$ cat src/rtl/c2_share_arbiter.sv
// c2_share_arbiter
//   Round-robin arbiter and sequencer that shares one C2-style logic cell
//   among NREQ requesters. One requester is granted, its operands are
//   registered and the cell result is returned over a valid/ready handshake.
//
// Ports:
//   clk        system clock, rising edge
//   rst_n      asynchronous active-low reset
//   req        per-requester request, held until that requester's gnt bit
//   d00_bus    D00 operand of requester i at [i*XLEN +: XLEN]
//   d01_bus    D01 operand, same packing
//   d10_bus    D10 operand, same packing
//   d11_bus    D11 operand, same packing
//   sel_bus    selects of requester i at [i*4 +: 4], packed {A1,B1,A0,B0}
//   gnt        one-hot grant, one cycle wide (during EXEC)
//   res        registered cell result
//   res_id     index of the requester that produced res
//   res_valid  res/res_id valid
//   res_ready  consumer accepts result (only looked at in RESP)
//   busy       high whenever the FSM is not IDLE
//
// State  | meaning
// -------+------------------------------------------------------------
// IDLE   | sample req, pick round-robin winner, latch its operands
// EXEC   | gnt[win_id] high, cell evaluated on the registered operands
// RESP   | result held with res_valid until res_ready
module c2_share_arbiter #(
  parameter int XLEN = 8,
  parameter int NREQ = 4,
  parameter int IDW  = 2
) (
  input  logic                 clk,
  input  logic                 rst_n,
  input  logic [NREQ-1:0]      req,
  input  logic [NREQ*XLEN-1:0] d00_bus,
  input  logic [NREQ*XLEN-1:0] d01_bus,
  input  logic [NREQ*XLEN-1:0] d10_bus,
  input  logic [NREQ*XLEN-1:0] d11_bus,
  input  logic [NREQ*4-1:0]    sel_bus,
  output logic [NREQ-1:0]      gnt,
  output logic [XLEN-1:0]      res,
  output logic [IDW-1:0]       res_id,
  output logic                 res_valid,
  input  logic                 res_ready,
  output logic                 busy
);

  typedef enum logic [1:0] {
    S_IDLE = 2'd0,
    S_EXEC = 2'd1,
    S_RESP = 2'd2
  } state_t;

  state_t          r_state;
  state_t          w_state_nxt;

  logic [IDW-1:0]  r_ptr;
  logic [IDW-1:0]  r_win_id;
  logic [XLEN-1:0] r_d00;
  logic [XLEN-1:0] r_d01;
  logic [XLEN-1:0] r_d10;
  logic [XLEN-1:0] r_d11;
  logic [3:0]      r_sel;
  logic [XLEN-1:0] r_res;
  logic [IDW-1:0]  r_res_id;
  logic            r_res_valid;

  logic            w_found;
  logic [IDW-1:0]  w_win;
  logic [IDW:0]    w_idx;
  logic            w_s0;
  logic            w_s1;
  logic [XLEN-1:0] w_cell;
  logic [IDW-1:0]  w_ptr_nxt;

  // Search ptr, ptr+1, ... wrapping mod NREQ; the first set req wins.
  // One extra bit holds ptr+k before the wrap correction.
  always_comb begin
    w_found = 1'b0;
    w_win   = '0;
    w_idx   = '0;
    for (int k = 0; k < NREQ; k++) begin
      w_idx = {1'b0, r_ptr} + (IDW+1)'(k);
      if (w_idx >= (IDW+1)'(NREQ)) begin
        w_idx = w_idx - (IDW+1)'(NREQ);
      end
      if (!w_found && req[w_idx[IDW-1:0]]) begin
        w_found = 1'b1;
        w_win   = w_idx[IDW-1:0];
      end
    end
  end

  // Cell: S0 = A0 & B0, S1 = A1 | B1; {S1,S0} picks the data word.
  assign w_s0 = r_sel[1] & r_sel[0];
  assign w_s1 = r_sel[3] | r_sel[2];

  always_comb begin
    w_cell = r_d00;
    case ({w_s1, w_s0})
      2'b00:   w_cell = r_d00;
      2'b01:   w_cell = r_d01;
      2'b10:   w_cell = r_d10;
      default: w_cell = r_d11;
    endcase
  end

  assign w_ptr_nxt = (r_win_id == IDW'(NREQ-1)) ? '0 : r_win_id + 1'b1;

  // FSM: state register
  always_ff @(posedge clk or negedge rst_n) begin
    if (!rst_n) begin
      r_state <= S_IDLE;
    end else begin
      r_state <= w_state_nxt;
    end
  end

  // FSM: next-state logic
  always_comb begin
    w_state_nxt = r_state;
    case (r_state)
      S_IDLE:  if (w_found) w_state_nxt = S_EXEC;
      S_EXEC:  w_state_nxt = S_RESP;
      S_RESP:  if (res_ready) w_state_nxt = S_IDLE;
      default: w_state_nxt = S_IDLE;
    endcase
  end

  // FSM: outputs. gnt decodes straight from state so reset clears it at once.
  always_comb begin
    gnt  = '0;
    busy = (r_state != S_IDLE);
    if (r_state == S_EXEC) begin
      gnt[r_win_id] = 1'b1;
    end
  end

  // Operand capture, result and round-robin pointer.
  always_ff @(posedge clk or negedge rst_n) begin
    if (!rst_n) begin
      r_ptr       <= '0;
      r_win_id    <= '0;
      r_d00       <= '0;
      r_d01       <= '0;
      r_d10       <= '0;
      r_d11       <= '0;
      r_sel       <= '0;
      r_res       <= '0;
      r_res_id    <= '0;
      r_res_valid <= 1'b0;
    end else begin
      case (r_state)
        S_IDLE: begin
          if (w_found) begin
            r_win_id <= w_win;
            r_d00    <= d00_bus[w_win*XLEN +: XLEN];
            r_d01    <= d01_bus[w_win*XLEN +: XLEN];
            r_d10    <= d10_bus[w_win*XLEN +: XLEN];
            r_d11    <= d11_bus[w_win*XLEN +: XLEN];
            r_sel    <= sel_bus[w_win*4 +: 4];
          end
        end
        S_EXEC: begin
          r_res       <= w_cell;
          r_res_id    <= r_win_id;
          r_res_valid <= 1'b1;
        end
        S_RESP: begin
          if (res_ready) begin
            r_res_valid <= 1'b0;
            // Pointer only moves on acceptance, which bounds the wait of
            // any continuously requesting index to NREQ transactions.
            r_ptr       <= w_ptr_nxt;
          end
        end
        default: ;
      endcase
    end
  end

  assign res       = r_res;
  assign res_id    = r_res_id;
  assign res_valid = r_res_valid;

endmodule

$ cat config.mk
export PLATFORM = sky130hd
export DESIGN_NAME = c2_share_arbiter
export DESIGN_NICKNAME = d
export VERILOG_FILES = /design/src/rtl/c2_share_arbiter.sv
export SDC_FILE = /design/constraint.sdc
export NUM_CORES = 1
export LEC_CHECK = 0
export BUFFER_PORTS_ARGS = -buffer_cell sky130_fd_sc_hd__buf_2
export CAP_MARGIN = 20
export CORE_MARGIN = 2
export CORE_UTILIZATION = 49
export CTS_BUF_LIST = sky130_fd_sc_hd__clkbuf_16
export DETAILED_ROUTE_END_ITERATION = 10
export GPL_ROUTABILITY_DRIVEN = 0
export PLACE_DENSITY = 0.92
export SYNTH_ARGS = -nofsm -noshare
export SYNTH_HDL_FRONTEND = slang
export SYNTH_SLANG_ARGS = --single-unit
$ cat constraint.sdc
create_clock -name clk -period 5.24 [get_ports clk]
set_input_delay 1.048 -clock clk [delete_from_list [all_inputs] [get_ports clk]]
set_output_delay 1.048 -clock clk [all_outputs]
set_load 0.01 [all_outputs]
==> run summary, run 1 <==
Fmax: 0.353 GHz
Mapped Area: 0.00321 mm2
CP Class: in -> reg
Post-synth ARST share: 100%
Initial antenna violation count: 0
Area grow syn2layout: 33.2%
Synthesized flop and latch total: 53
Most frequent cells in the layout: buf_2 (166), mux2i_1 (73), dfrtp_1 (53)
Gate Count Post-Synth: 282
Worst setup SP type: input pin
Worst-margin pin slew: 0.721 ns
Clock Skew: 0.00764 ns
Final period utilization: 54.1%
Clk pin slew, worst setup/hold paths: 0.06 ns
Pwr Total: 2.26 mW
Core Footprint: 0.00635 mm2
Max stage delay cell, worst path: or3_1
Clock Sinks: 53
Setup TNS: 0 ns
Total GRT Usage: 23.1%
# diodes: 0
Detailed Route WL: 8.34 mm
Pre-antenna DRT Iters: 4
# resized after CTS: 0
DR WL/cell: 16.1 um
Number of global-route vias before repair: 2918
Final number of setup-violating endpoints: 0
Hpwl dp: 6.36 mm
FILL cells: 472
Unrepaired setup endpoints after global routing: false
VDD IR max: 0.000529 V
Share of cells above drive strength 1: 46.0%
Drt drc: 0
Status: finished, final reports clean
Synth Area per Inst: 11.4 um2
Final min period: 2.84 ns
# nets final: 595
Critical-path cell list: buf_2 > nor4_1 > or2_1 > buf_4 > or3_1 > buf_16 > o221ai_1
Req. time, crit path: 5.35 ns
Worst Setup End Kind: flop
Hold_buf cts: 0
Final Hold Fails: 0
Post-CTS setup buffers: 0
Final-report max-slew violation count: 0
Number of max-cap violations: 0
Num ports: 167
Total number of vias: 2879
# H-tree levels: 2
Commonest non-fill, non-tap cell in the layout: buf_2
DIE WIDTH: 85.0 um
Syn Nets: 437
Register area: 0.00133 mm2
Initial DRC Count: 113
Power Dens Cells: 528 mW/mm2
Clk_lat worst skew: 0.28 ns
Grt ovf: 0
Site row count: 29
Die Footprint: 0.00722 mm2
Synth warn: 0
CTS Buf Count: 5
Port Buf Inserts: 166
CTS tree: done
Cell variety after synth: 31
Worst-path fanout max: 40
Routed Antenna Nets: 0
Initial Util: 50.6%
Post-synth top flop: dfrtp_1
Vias per cell: 5.56
Largest net degree at the start of global routing: 73
Area of the multi-input gates: 0.00176 mm2
Crit path largest cell delay: 0.60 ns
LEAKAGE: 2.31 nW
Hold Path Class: reg -> reg
Post-synth EDFFs: 0
CP Data Arrival Time: 2.95 ns
Register area share after synthesis: 41.3%
Slew margin rel.: 51.9%
Clock Path Buffers: 2
Die height: 85.0 um
First-pass GRT wire length: 13.5 mm
Clk root buf: clkbuf_16
[per-stage QoR]
step	util [%]	area, um2	std cells	setup slack [ns]	hold WS, ns
CTS	66.6	4230	516	2.07	0.493
floorplan	-	3210	282	2.94	0.451
finish	67.4	4280	518	2.40	0.492
detailed placement	64.0	4070	508	1.78	0.473
global route	67.4	4280	518	2.21	0.512
global placement	64.0	4070	508	1.98	0.467
[critical path, delay by kind of cell]
family	cells	cell delay, ns
AO/OA/AOI/OAI	1	0.15
buffers and inverters	3	0.70
AND/OR/NAND/NOR	3	1.03
[cell usage after synthesis (2+ instances only)]
| master | instances | area share, % |
|---|---|---|
| or2_1 | 2 | 0.39 |
| dfrtp_1 | 53 | 41 |
| buf_2 | 8 | 1.2 |
| a21oi_1 | 3 | 0.47 |
| mux2_2 | 11 | 3.9 |
| o21ai_0 | 2 | 0.31 |
| mux2i_1 | 73 | 23 |
| and2_1 | 4 | 0.78 |
| buf_6 | 4 | 1.4 |
| o21ai_1 | 2 | 0.31 |
| nand2_1 | 40 | 4.7 |
| ha_1 | 4 | 1.6 |
| o221ai_1 | 35 | 9.5 |
| nor2b_1 | 2 | 0.39 |
| clkbuf_1 | 9 | 1.1 |
| o31ai_1 | 2 | 0.47 |
| inv_1 | 6 | 0.70 |
| nor3b_1 | 2 | 0.47 |
| mux4_2 | 8 | 5.6 |
[cell families (layout without fill, tap and decap cells)]
kind of cell               Yosys count  in the layout  synth area share (%)
muxes                               92             92                  32.2
and+or+nand+nor                     57             57                  8.03
buffers and inverters               27            186                  4.40
DFF                                 53             53                  41.3
AOI/OAI and AO/OA                   49             49                  12.5
adders and majority gates            4              4                  1.56
[per-layer routing]
| metal | vias up | GRT usage (%) | share of wire [%] |
|---|---|---|---|
| li1 | 1388 | - | - |
| met1 | 1381 | 28.4 | 41 |
| met2 | 106 | 43.3 | 54 |
| met4 | 0 | 4.18 | 0.58 |
| met5 | - | 0 | 0 |
| met3 | 4 | 3.21 | 5.1 |
[where the power goes]
part / internal (mW) / switching, mW / leakage [nW] / total [mW]
logic: 0.571 / 0.572 / 1.59 / 1.14
registers: 0.619 / 0.136 / 0.652 / 0.756
clock network: 0.224 / 0.137 / 0.0775 / 0.361
total: 1.41 / 0.845 / 2.31 / 2.26
[registers in the layout (all words and copies together) (netlist names)]
name       flops
r_sel          4
r_d01          8
r_d00          8
r_ptr          2
res_id         2
res            8
r_d10          8
r_state        2
res_valid      1
r_win_id       2
r_d11          8
[area by class of cell]
| class | count | share of cell area [%] |
|---|---|---|
| repair buffers | 172 | 21.2 |
| well taps | 77 | 2.25 |
| inverters | 6 | 0.526 |
| clock buffers | 5 | 2.92 |
| multi-input cells | 202 | 41.1 |
| flip-flops and latches | 53 | 31.0 |
| clock inverters | 3 | 0.965 |
[final timing paths]
check	start	endpoint	slack (ns)	cells past startpoint
max in group asynchronous	rst_n	r_sel[2]	3.93	2
worst min register to register	r_d11[4]	r_d11[4]	0.49	2
worst max register to register	r_state[1]	r_d01[0]	2.76	6
worst max-delay path	req[2]	r_d01[7]	2.40	7
min in group asynchronous	rst_n	r_ptr[0]	0.86	2
worst min-delay path	r_d11[4]	r_d11[4]	0.49	2
(Power assumes the default switching activity.)
==> run 2, diff against run 1 <==
- ABC_AREA: default -> 1
- PLACE_DENSITY: 0.92 -> 0.88
- clock period: 5.24 -> 2.71 ns (I/O delays scaled with it)
==> run summary, run 2 <==
Status: finished, final reports clean
Clk_lat worst skew: 0.30 ns
Largest family of logic cells by synthesized area: simple AND/OR/NAND/NOR gates
Num ports: 167
DIE WIDTH: 93.8 um
Share of cells above drive strength 1: 24.4%
Post-synth top flop: dfrtp_1
Worst-case reg-to-reg path depth: 12
CTS tree: done
Number of global-route vias before repair: 4101
Initial antenna violation count: 0
Largest net degree at the start of global routing: 66
Hpwl dp: 8.17 mm
Detailed Route WL: 10.6 mm
Gate Count Post-Synth: 645
Routed Antenna Nets: 0
Top-count cell post-synth: nand2_1
Post-synth top cells: nand2_1 (262), inv_1 (111), nand3_1 (54)
CP Data Arrival Time: 2.59 ns
Drt drc: 0
Die height: 93.8 um
Synth top area cells: dfrtp_1 (34%), nand2_1 (25%), inv_1 (11%)
Simple-Gate Fraction of Synth Area: 38.5%
First-pass GRT wire length: 17.3 mm
Worst-path fanout max: 27
Fmax: 0.424 GHz
Initial Util: 50.8%
Most frequent CP cell: nand2_1
Final-report max-slew violation count: 0
Final min period: 2.36 ns
CP Class: reg -> reg
# nets final: 953
Critical-path cell list: inv_2 > nand2_1 > nand2_1 > nand2_1 > nand2_1 > nor2_2 > nand3_1 > nor2_1 > nor2_2 > nor2_4 > nand2_1 > nand3_1
Adder-cell share of the synthesized area: 1.27%
# resized after CTS: 0
Grt ovf: 0
Post-synthesis mux area share: 0%
Fraction of synthesized cell area in xor and xnor cells: 0%
Area grow syn2layout: 26.6%
Pre-antenna DRT Iters: 5
Unrepaired setup endpoints after global routing: false
Setup TNS: 0 ns
Commonest non-fill, non-tap cell in the layout: nand2_1
Cell variety after synth: 25
Crit path largest cell delay: 0.57 ns
LEAKAGE: 3.00 nW
Clk pin slew, worst setup/hold paths: 0.07 ns
Synthesized flop and latch total: 53
Final number of setup-violating endpoints: 0
Register area share after synthesis: 33.6%
Synth warn: 0
Critical Path Stages: 12
DR WL/cell: 11.8 um
Max stage delay cell, worst path: dfrtp_1
Site row count: 32
Area leader, netlist: dfrtp_1
Initial DRC Count: 265
Yosys top cell area share: 33.6%
Number of max-cap violations: 0
CTS Buf Count: 5
Total GRT Usage: 24.1%
Total number of vias: 4551
Syn Nets: 800
# diodes: 0
Post-CTS setup buffers: 0
Final core occ: 64.4%
Worst-margin pin slew: 0.686 ns
Clock Skew: 0.0103 ns
Final Hold Fails: 0
Post-synth EDFFs: 0
Synth Area per Inst: 6.12 um2
Port Buf Inserts: 166
Compound-Gate Fraction of Synth Area: 10.8%
Die Footprint: 0.00879 mm2
# H-tree levels: 2
Clk root buf: clkbuf_16
Critical path's top delay family: simple AND/OR/NAND/NOR gates
Hold_buf cts: 0
VDD IR max: 0.000916 V
Mapped Area: 0.00395 mm2
Post-synth ARST share: 100%
Worst setup SP type: flop
Power Dens Cells: 1310 mW/mm2
Core Footprint: 0.00777 mm2
Clock Sinks: 53
Clock Path Buffers: 2
Final period utilization: 87.0%
CP bufs+invs: 1
Most frequent cells in the layout: nand2_1 (262), buf_2 (166), inv_1 (111)
Req. time, crit path: 2.94 ns
Hold Path Class: in -> async
Worst Setup End Kind: flop
Vias per cell: 5.05
Slew margin rel.: 54.2%
-- run 2: cell type report --
| class | count | area [um2] |
|---|---|---|
| multi-input combinational | 446 | 2000 |
| fill | 713 | 2770 |
| clock buffer | 5 | 125 |
| timing repair buffer | 178 | 946 |
| tap | 102 | 128 |
| clock inverter | 3 | 41.3 |
| inverter | 114 | 428 |
| sequential | 53 | 1330 |
-- run 2: report_power, final --
part           switching [mW]  total [mW]  leakage, nW  internal (mW)
Combinational            2.80        4.32         2.28           1.52
Sequential              0.286        1.50        0.648           1.22
Clock                   0.284       0.716       0.0775          0.433
-- run 2: cell families after synthesis --
| logic type | after synthesis |
|---|---|
| AO/OA/AOI/OAI | 79 |
| adder cells (fa/ha/maj) | 4 |
| buffers and inverters | 146 |
| flip-flops | 53 |
| AND/OR/NAND/NOR | 363 |
-- run 2: through the flow --
step	hold slack, ns	std cells	area (um2)	total power [mW]	worst slack (ns)
final	0.174	901	5000	6.53	0.352
after detailed placement	0.473	893	4830	5.80	0.409
after global placement	0.464	893	4830	5.60	0.524
after global routing	0.208	901	5000	7.23	0.101
after floorplan	0.246	645	3950	4.89	0.754
after CTS	0.183	901	5000	6.56	0.354
-- run 2: layer usage --
metal / wire, um / up-vias / global-route usage [%]
li1: - / 2294 / -
met1: 4370 / 2087 / 29.3
met2: 5480 / 155 / 44.0
met3: 597 / 15 / 3.61
met4: 170 / 0 / 6.52
met5: 0 / - / 0
-- run 2: path summary, 6_finish.rpt --
path	start	to	slack, ns
min reg2reg	res_id[0]	res_id[0]	0.48
min in group clk	res_id[0]	res_id[0]	0.48
max in group asynchronous	rst_n	res[0]	1.72
max	r_ptr[0]	r_d10[2]	0.35
max reg2reg	r_ptr[0]	r_d10[2]	0.35
min	rst_n	res_id[0]	0.17
